`config.mk`:
```
export PLATFORM = sky130hd
export DESIGN_NAME = dot_operand_loader
export DESIGN_NICKNAME = d
export VERILOG_FILES = /design/src/rtl/dot_pkg.sv /design/src/rtl/dot_operand_loader_operand_bank.sv /design/src/rtl/dot_operand_loader.sv
export SDC_FILE = /design/constraint.sdc
export NUM_CORES = 1
export LEC_CHECK = 0
export CAP_MARGIN = 10
export CORE_MARGIN = 3
export CORE_UTILIZATION = 25
export CTS_BUF_LIST = sky130_fd_sc_hd__clkbuf_2 sky130_fd_sc_hd__clkbuf_4 sky130_fd_sc_hd__clkbuf_8
export DETAILED_ROUTE_END_ITERATION = 8
export PLACE_DENSITY = 0.51
export SLEW_MARGIN = 15
export SYNTH_ARGS = -nofsm -noshare
export SYNTH_HDL_FRONTEND = slang
export SYNTH_SLANG_ARGS = --single-unit
```
`constraint.sdc`:
```
create_clock -name clk -period 3 [get_ports clk]
set_input_delay 0.6 -clock clk [delete_from_list [all_inputs] [get_ports clk]]
set_output_delay 0.6 -clock clk [all_outputs]
set_load 0.03 [all_outputs]
```
`src/rtl/dot_pkg.sv`:
```
// Shared types and defaults for the dot-product operand loader and its accelerator.
package dot_pkg;

  localparam int N_ELEM      = 8;
  localparam int DATA_W      = 32;
  localparam int RES_W       = 2 * DATA_W;
  localparam int TIMEOUT_CYC = 1024;

  typedef logic signed [DATA_W-1:0] elem_t;
  typedef logic signed [RES_W-1:0]  res_t;

  typedef enum logic [2:0] {
    LOAD_A,
    LOAD_B,
    START,
    WAIT,
    CAPT,
    RESULT
  } state_t;

  // Index width that stays legal for a single-element bank.
  function automatic int idx_w(input int n);
    return (n > 1) ? $clog2(n) : 1;
  endfunction

endpackage

```
`src/rtl/dot_operand_loader_operand_bank.sv`:
```
// Operand register file, one element written per cycle at idx; latency 1 cycle.
// Never back-pressures; contents persist until overwritten or reset.
module operand_bank
  import dot_pkg::*;
#(
  parameter int N_ELEM = dot_pkg::N_ELEM,
  parameter int DATA_W = dot_pkg::DATA_W
) (
  input  logic                               clk,
  input  logic                               rst_n,
  input  logic                               we,
  input  logic [idx_w(N_ELEM)-1:0]           idx,
  input  logic [DATA_W-1:0]                  wdata,
  output logic [N_ELEM-1:0][DATA_W-1:0]      bank
);

  logic [N_ELEM-1:0][DATA_W-1:0] bank_q;

  always_ff @(posedge clk or negedge rst_n) begin
    if (!rst_n) begin
      bank_q <= '0;
    end else if (we) begin
      bank_q[idx] <= wdata;
    end
  end

  assign bank = bank_q;

endmodule

```
`src/rtl/dot_operand_loader.sv`:
```
// Loads a then b operand banks from a word stream, runs the accelerator, returns its result (DOT_OPERAND_LOADER_TIMEOUT_EN adds a WAIT timeout).
// Latency 2*N_ELEM + 1 + acc latency + 2 cycles; in_ready only in LOAD states, result held until res_ready.
module dot_operand_loader
  import dot_pkg::*;
#(
  parameter int N_ELEM      = dot_pkg::N_ELEM,
  parameter int DATA_W      = dot_pkg::DATA_W,
  parameter int RES_W       = dot_pkg::RES_W,
  parameter int TIMEOUT_CYC = dot_pkg::TIMEOUT_CYC
) (
  input  logic                          clk,
  input  logic                          rst_n,
  input  logic                          soft_clr,
  input  logic                          in_valid,
  input  logic [DATA_W-1:0]             in_data,
  output logic                          in_ready,
  output logic [N_ELEM-1:0][DATA_W-1:0] acc_a,
  output logic [N_ELEM-1:0][DATA_W-1:0] acc_b,
  output logic                          acc_start,
  input  logic                          acc_done,
  input  logic [RES_W-1:0]              acc_result,
  output logic                          res_valid,
  output logic [RES_W-1:0]              res_data,
  input  logic                          res_ready,
  output logic                          busy,
  output logic                          err
);

  localparam int IDX_W = idx_w(N_ELEM);

  state_t           state_q, state_d;
  logic [IDX_W-1:0] idx_q, idx_d;
  logic [RES_W-1:0] res_q, res_d;
  logic             err_q, err_d;
  logic             xfer, last, we_a, we_b, timeout;

  assign in_ready = (state_q == LOAD_A) || (state_q == LOAD_B);
  assign xfer     = in_valid && in_ready && !soft_clr;
  assign last     = (idx_q == IDX_W'(N_ELEM - 1));
  assign we_a     = xfer && (state_q == LOAD_A);
  assign we_b     = xfer && (state_q == LOAD_B);

`ifdef DOT_OPERAND_LOADER_TIMEOUT_EN
  localparam int CNT_W = $clog2(TIMEOUT_CYC + 1);
  logic [CNT_W-1:0] cnt_q, cnt_d;

  // Counter is zero outside WAIT, so it restarts on every entry to WAIT.
  assign cnt_d   = (state_q == WAIT) ? cnt_q + 1'b1 : '0;
  assign timeout = (state_q == WAIT) && !acc_done && (cnt_q == CNT_W'(TIMEOUT_CYC - 1));

  always_ff @(posedge clk or negedge rst_n) begin
    if (!rst_n) begin
      cnt_q <= '0;
    end else if (soft_clr) begin
      cnt_q <= '0;
    end else begin
      cnt_q <= cnt_d;
    end
  end
`else
  logic unused_timeout_cfg;
  assign unused_timeout_cfg = ^TIMEOUT_CYC;
  assign timeout = 1'b0;
`endif

  operand_bank #(.N_ELEM(N_ELEM), .DATA_W(DATA_W)) u_bank_a (
    .clk   (clk),
    .rst_n (rst_n),
    .we    (we_a),
    .idx   (idx_q),
    .wdata (in_data),
    .bank  (acc_a)
  );

  operand_bank #(.N_ELEM(N_ELEM), .DATA_W(DATA_W)) u_bank_b (
    .clk   (clk),
    .rst_n (rst_n),
    .we    (we_b),
    .idx   (idx_q),
    .wdata (in_data),
    .bank  (acc_b)
  );

  always_comb begin
    state_d = state_q;
    idx_d   = idx_q;
    res_d   = res_q;
    err_d   = err_q;
    case (state_q)
      LOAD_A, LOAD_B: begin
        if (xfer) begin
          if (last) begin
            idx_d   = '0;
            state_d = (state_q == LOAD_A) ? LOAD_B : START;
          end else begin
            idx_d = idx_q + 1'b1;
          end
        end
      end
      START: state_d = WAIT;
      WAIT: begin
        if (acc_done) begin
          state_d = CAPT;
        end else if (timeout) begin
          state_d = RESULT;
          res_d   = '0;
          err_d   = 1'b1;
        end
      end
      // Sampled a cycle after done so a result registered alongside done is caught.
      CAPT: begin
        res_d   = acc_result;
        state_d = RESULT;
      end
      RESULT: begin
        if (res_ready) begin
          state_d = LOAD_A;
          idx_d   = '0;
        end
      end
      default: state_d = LOAD_A;
    endcase
    if (soft_clr) begin
      state_d = LOAD_A;
      idx_d   = '0;
      err_d   = 1'b0;
    end
  end

  always_ff @(posedge clk or negedge rst_n) begin
    if (!rst_n) begin
      state_q <= LOAD_A;
      idx_q   <= '0;
      res_q   <= '0;
      err_q   <= 1'b0;
    end else begin
      state_q <= state_d;
      idx_q   <= idx_d;
      res_q   <= res_d;
      err_q   <= err_d;
    end
  end

  assign acc_start = (state_q == START);
  assign res_valid = (state_q == RESULT);
  assign res_data  = res_q;
  assign busy      = !((state_q == LOAD_A) && (idx_q == '0));
  assign err       = err_q;

endmodule

```
; ---- Yosys cells after proc, flatten, opt, wreduce, memory -nomap -nowiden
; Index checks and enable logic that the tools add are counted.
; Widths: inputs -> output; s select.
[totals]
wordCells = 62
register_bits = 582
out_inout_bits = 581
[op_classes]
reduce_logical = 15
n_addsub = 1
n_mux = 15
magnitude_cmp = 2
n_eq_ne = 10
[ops]
columns = op, count
row1 = $bwmux 256, 2
row2 = $demux 32 s3, 1
row3 = $mux 32, 1
row4 = $mux 3, 8
row5 = $pmux 3 s5, 1
row6 = $eq 3x3->1 const B, 3
row7 = $ne 3x3->1 const B, 3
row8 = $eq 3x2->1 const B, 2
row9 = $logic_and 1x1->1, 6
row10 = $logic_not 3->1, 2
row11 = $pmux 3 s2, 1
row12 = $lt 3x4->1 const B, 1
row13 = $reduce_and 4->1, 1
row14 = $add 3x1->3 const B, 1
row15 = $eq 3x1->1 const B, 1
row16 = $ge 3x1->1 const B, 1
row17 = $ne 3x2->1 const B, 1
row18 = $reduce_and 3->1, 1
row19 = $reduce_bool 3->1, 1
row20 = $logic_not 1->1, 2
row21 = $mux 2, 1
row22 = $reduce_or 2->1, 1
row23 = $logic_or 1x1->1, 1

; ---- Longest topological paths before layout
[logic_depth]
word_depth = 7
depth_mapped = 5
depth_no_buf = 5

; ---- By module
; A second synthesis with hierarchy kept.
[hier_totals]
hier_cells = 1293
hier_area_um2 = 22083.7
[by_module_without_submodules]
columns = mod, instances, area_per_inst_um2, seq_area_each_um2, cells_per_inst
row1 = operand_bank, 2, 9605.5, 6406.1, 551
row2 = dot_operand_loader, 1, 2872.8, 1751.7, 191

; ---- Worst setup path before layout
; Ideal clock, no wire load.
[synth_timing]
path_type = flip-flop to output port
from = register state_q[1]
to = output port acc_start
slack_ps = 902
n_path_buf = 2
arrival_ps = 1498
stages_incl_launch_ff = 4
path_cell_list = dfrtp_1 buf_2 buf_1 nor3b_1
[synth_between]
elab_chain_cells = 1
[synth_rtl]
columns = item, line
row1 = "start, declared", dot_operand_loader.sv:31  ; state_t state_q, state_d;
row2 = "start signal, assigned", dot_operand_loader.sv:137  ; state_q <= state_d;
row3 = $eq 3x2->1, dot_operand_loader.sv:144  ; assign acc_start = (state_q == START);
row4 = "end, declared", dot_operand_loader.sv:19  ; output logic acc_start,
; No other way between the ends.

; ---- Final worst setup path
[layout_timing]
from = register idx_q[0]
to = output port busy
[layout_between]
elab_chain_cells = 3
[layout_rtl]
columns = item, line
row1 = "start, declared", dot_operand_loader.sv:32  ; logic [IDX_W-1:0] idx_q, idx_d;
row2 = "start signal, assigned", dot_operand_loader.sv:138  ; idx_q <= idx_d;
row3 = $logic_not 3->1, dot_operand_loader.sv:147  ; assign busy = !((state_q == LOAD_A) && (idx_q == '0));
row4 = $logic_and 1x1->1, dot_operand_loader.sv:147
row5 = $logic_not 1->1, dot_operand_loader.sv:147
row6 = "end, declared", dot_operand_loader.sv:25  ; output logic busy,
; No other way between the ends.

==> results.md <==
- The overall via count from detail_route is 14,260.
- After clock tree synthesis, the clock-pin slew on the worst setup and hold paths is 0.06 ns.
- The fraction of final layout cells sized beyond drive strength 1 is 0.3938.
- The worst register-to-register path has a setup slack of 0.97 ns.
- In the final timing run, aggregate negative setup slack is 0 ns.
- The number of register bits inferred by synthesis is 582.
- The top cell family by delay on the critical path is flip-flops.
- The worst hold slack is 0.4747 ns.
- The number of nets in the synthesized netlist is 1,419.
- The pin count of the biggest net entering global routing is 71.
- The number of pins with negative max-slew slack in the final report is 0.
- The HPWL after detailed placement is 55.21 mm.
- Clock tree synthesis inserted a total of 103 buffers.
- The simple logic cell fraction of the synthesized area is 0.01497.
- CTS saw just under 600 sinks.
- The CTS tree is done.
- In the finished design, the share of the clock period the worst path needs comes to 0.9140.
- The average size of a mapped cell is approximately 17 sq um.
- The global-route congestion overflow total is 0.
- The clock root buffer is sky130_fd_sc_hd__clkbuf_8.
- The cell area power density is approximately 620 nW/um^2.
- The number of antenna violations at the first check in global routing is 4.
- The instance count of the mapped netlist is approximately 1,300.
- Leaving out fill and tap cells, the most frequent cell in the layout is sky130_fd_sc_hd__clkdlybuf4s50_1.
- The wire length after detailed routing is 77.79 mm.
- The synthesized netlist contains 35 unique library cells.
- The worst-case reg-to-reg path depth is 5.
- The flow ran to the end, and the final reports show no timing, DRC or antenna violations.
- The worst setup path is captured at an output pin.
- The post-synthesis sequential area ratio is 0.6625.
- The first global-routing pass estimated about 110 mm of wire.
- The primary flip-flop cell chosen by synthesis mapping is sky130_fd_sc_hd__dfrtp_1.
- The worst path in the final design needs a cycle of 2.742 ns, including I/O delays and setup.
- The first detailed-routing pass took 4 iterations.
- The startpoint of the worst-slack reg-to-reg timing path is state_q[2].
- The number of hold-slack violations in the final timing report is 0.
- STA classifies the critical path startpoint as a register.
- The post-layout net count is around 2,200.
- Once detail routing completed, the nets flagged for antenna violations numbered 0.
- The post-synthesis to final-layout area growth is 49.84%.
- The path class of the tightest hold or removal check is in -> async.
- The number of DRC violations after detailed routing is 0.
- The async set or reset register ratio after synthesis is 1.000.
- STA puts the critical path data required time at 2.40 ns.
- Clock latency on the worst-skew pair, taken at its later pin, is 0.73 ns.
- Across the VDD grid, the largest voltage drop is 385.1 uV.
- Of the total synthesized cell area, the portion taken by full adders, half adders and majority gates is 0.001708.
- For this design the static power due to leakage is 0.01550 uW.
- In this run, the number of DRC markers left after iteration 0 of detailed routing was 480.
- The largest family of logic cells by synthesized area is multiplexers.
- In the layout the commonest cells are sky130_fd_sc_hd__clkdlybuf4s50_1, sky130_fd_sc_hd__dfrtp_1, sky130_fd_sc_hd__mux2_2, sky130_fd_sc_hd__clkbuf_8, sky130_fd_sc_hd__buf_4.
- Data arrives at the worst endpoint at 2.14 ns.
- Routability-driven placement finished with a final weighted congestion of 0.7519.
- The die span in y is 302.5 um.
- The number of enable-type register cells in the synthesized netlist is 0.
- The cell type of the slowest stage on the worst timing path is sky130_fd_sc_hd__dfrtp_1.
- The critical path runs through a total of 4 cells.
- The floorplan row count is around 110.
- For this run, the number of Yosys warnings is 0.
- Walking the worst path, the cells encountered are inv_1 > ha_1 > nand2_1 > dlygate4sd2_1.
- The die covers 91,520 sq um.
- The number of I/O port buffers is ~680.
- The critical path is of the reg -> out type.
- In this run the number of H-tree levels came out at 3.
- The clock arrives with approximately 0.028 ns of skew.
- The area fraction in compound gates after synthesis is 0.002561.
- Of the total synthesized cell area, the portion taken by XOR and XNOR cells is 0.
- Setup repair after global routing left no endpoint under its margin.
- The initial core utilization is 0.2526.
- For the pin with the worst max-slew slack, the measured transition is 0.9175 ns.
- For this run, the total global-route usage over all layers was measured as 0.1657.
- The number of vias per cell is 4.306.
- The number of global-route vias before repair is 15,510.
- Setup violations remaining at the end of the flow were counted as 0.
- In this design, the stage delay of the slowest critical-path cell is roughly 0.58 ns.
- The proportion of synthesized area in mux cells is 0.2960.
- The die width is 302.5 um.
- Derived from the worst setup path, the maximum achievable clock frequency is 0.3647 GHz.
- The critical path buffer and inverter count is 2.
- The number of ports placed on the die boundary is 683.
- The worst max-slew margin expressed relative to the limit is 0.3864.
- The maximum fanout along the worst path is 8.
- The mean routed wirelength per cell is around 23 um.
- The area of the core is 87,020 sq um.
- In this run the critical register-to-register path is captured at u_bank_a.bank[116].
- The max-capacitance violation count is 0.
- The post-synthesis instance area is 21,980 sq um.
- The clock passes through at most 3 buffers.
## repair_timing
action                     4_1_cts  5_1_grt
setup endpoints to repair        3        2
hold buffers                     1        0
hold endpoints to repair        50        0
pin swaps                        0        0
resized for setup                3        2
setup buffers                    0        0
## cells by family after synthesis
group | count (synthesis)
adders and majority gates | 3
AOI/OAI and AO/OA | 8
buffers and inverters | 97
and+or+nand+nor | 45
DFF | 582
other | 1
muxes | 578
## worst register-to-register path: stages (launching register included)
cell                       delay (ns)
sky130_fd_sc_hd__dfrtp_1         0.52
sky130_fd_sc_hd__buf_4           0.27
sky130_fd_sc_hd__and4bb_2        0.31
sky130_fd_sc_hd__nand2_2         0.09
sky130_fd_sc_hd__buf_4           0.32
sky130_fd_sc_hd__mux2_2          0.41
## how the worst max path moves through the flow
stage | start | endpoint | slack [ns]
after floorplan | state_q[1] | acc_start | 0.90
after global placement | soft_clr | u_bank_b.bank[165] | 0.43
after detailed placement | soft_clr | u_bank_b.bank[170] | 0.37
after CTS | state_q[1] | in_ready | 0.02
after global routing | state_q[2] | busy | 0.06
final | idx_q[0] | busy | 0.26
## synthesized netlist by cell type, types with 2 or more instances
master	count	area, sq um
sky130_fd_sc_hd__nor3b_1	6	45.04
sky130_fd_sc_hd__a31oi_1	2	12.51
sky130_fd_sc_hd__ha_1	3	37.54
sky130_fd_sc_hd__and4bb_2	3	37.54
sky130_fd_sc_hd__clkbuf_1	34	127.6
sky130_fd_sc_hd__mux2_1	7	78.83
sky130_fd_sc_hd__buf_6	7	78.83
sky130_fd_sc_hd__buf_2	51	255.2
sky130_fd_sc_hd__nor2b_1	2	12.51
sky130_fd_sc_hd__nand2_1	20	75.07
sky130_fd_sc_hd__dfrtp_1	582	14560
sky130_fd_sc_hd__nor4_1	2	12.51
sky130_fd_sc_hd__nor4b_4	2	47.55
sky130_fd_sc_hd__inv_1	3	11.26
sky130_fd_sc_hd__mux2_2	570	6419
## where the power goes
group | leakage [uW] | total (uW) | switching, uW | internal (uW)
sequential | 0.00793 | 8680 | 295 | 8380
combinational | 0.00629 | 3420 | 1990 | 1430
clock | 0.00128 | 8420 | 3450 | 4960
## per-stage QoR
| stage | worst slack, ns | util | cells | area, sq um | total power (uW) |
|---|---|---|---|---|---|
| 2_1_floorplan | 0.9020 | - | 1314 | 21980 | 10390 |
| 3_3_place_gp | 0.4315 | 0.3504 | 3116 | 30500 | 12240 |
| 3_5_place_dp | 0.3651 | 0.3504 | 3116 | 30500 | 12270 |
| 4_1_cts | 0.01629 | 0.3783 | 3306 | 32920 | 20880 |
| 5_1_grt | 0.06079 | 0.3784 | 3307 | 32930 | 21420 |
| 6_report | 0.2579 | 0.3785 | 3311 | 32940 | 20510 |
## per-layer routing
| metal | part of all wire | track usage | up-vias |
|---|---|---|---|
| li1 | - | - | 6199 |
| met1 | 0.39 | 0.1891 | 7449 |
| met2 | 0.50 | 0.2870 | 475 |
| met3 | 0.081 | 0.06354 | 127 |
| met4 | 0.028 | 0.05040 | 6 |
| met5 | 0.00045 | 0 | - |
## flip-flops by register name (all words and copies together) (netlist names)
signal         flops
idx_q              3
u_bank_b.bank    256
u_bank_a.bank    256
res_data          64
state_q            3
## final cells by class
class | instances | area [sq um]
Tap cell | 1155 | 1445
Antenna cell | 5 | 12.51
Timing Repair Buffer | 742 | 7506
Clock inverter | 23 | 284.0
Clock buffer | 166 | 2135
Inverter | 3 | 11.26
Sequential cell | 582 | 14570
Multi-Input combinational cell | 635 | 6979
Fill cell | 8309 | 54090
Note: power is estimated with default switching activity, not from simulation.
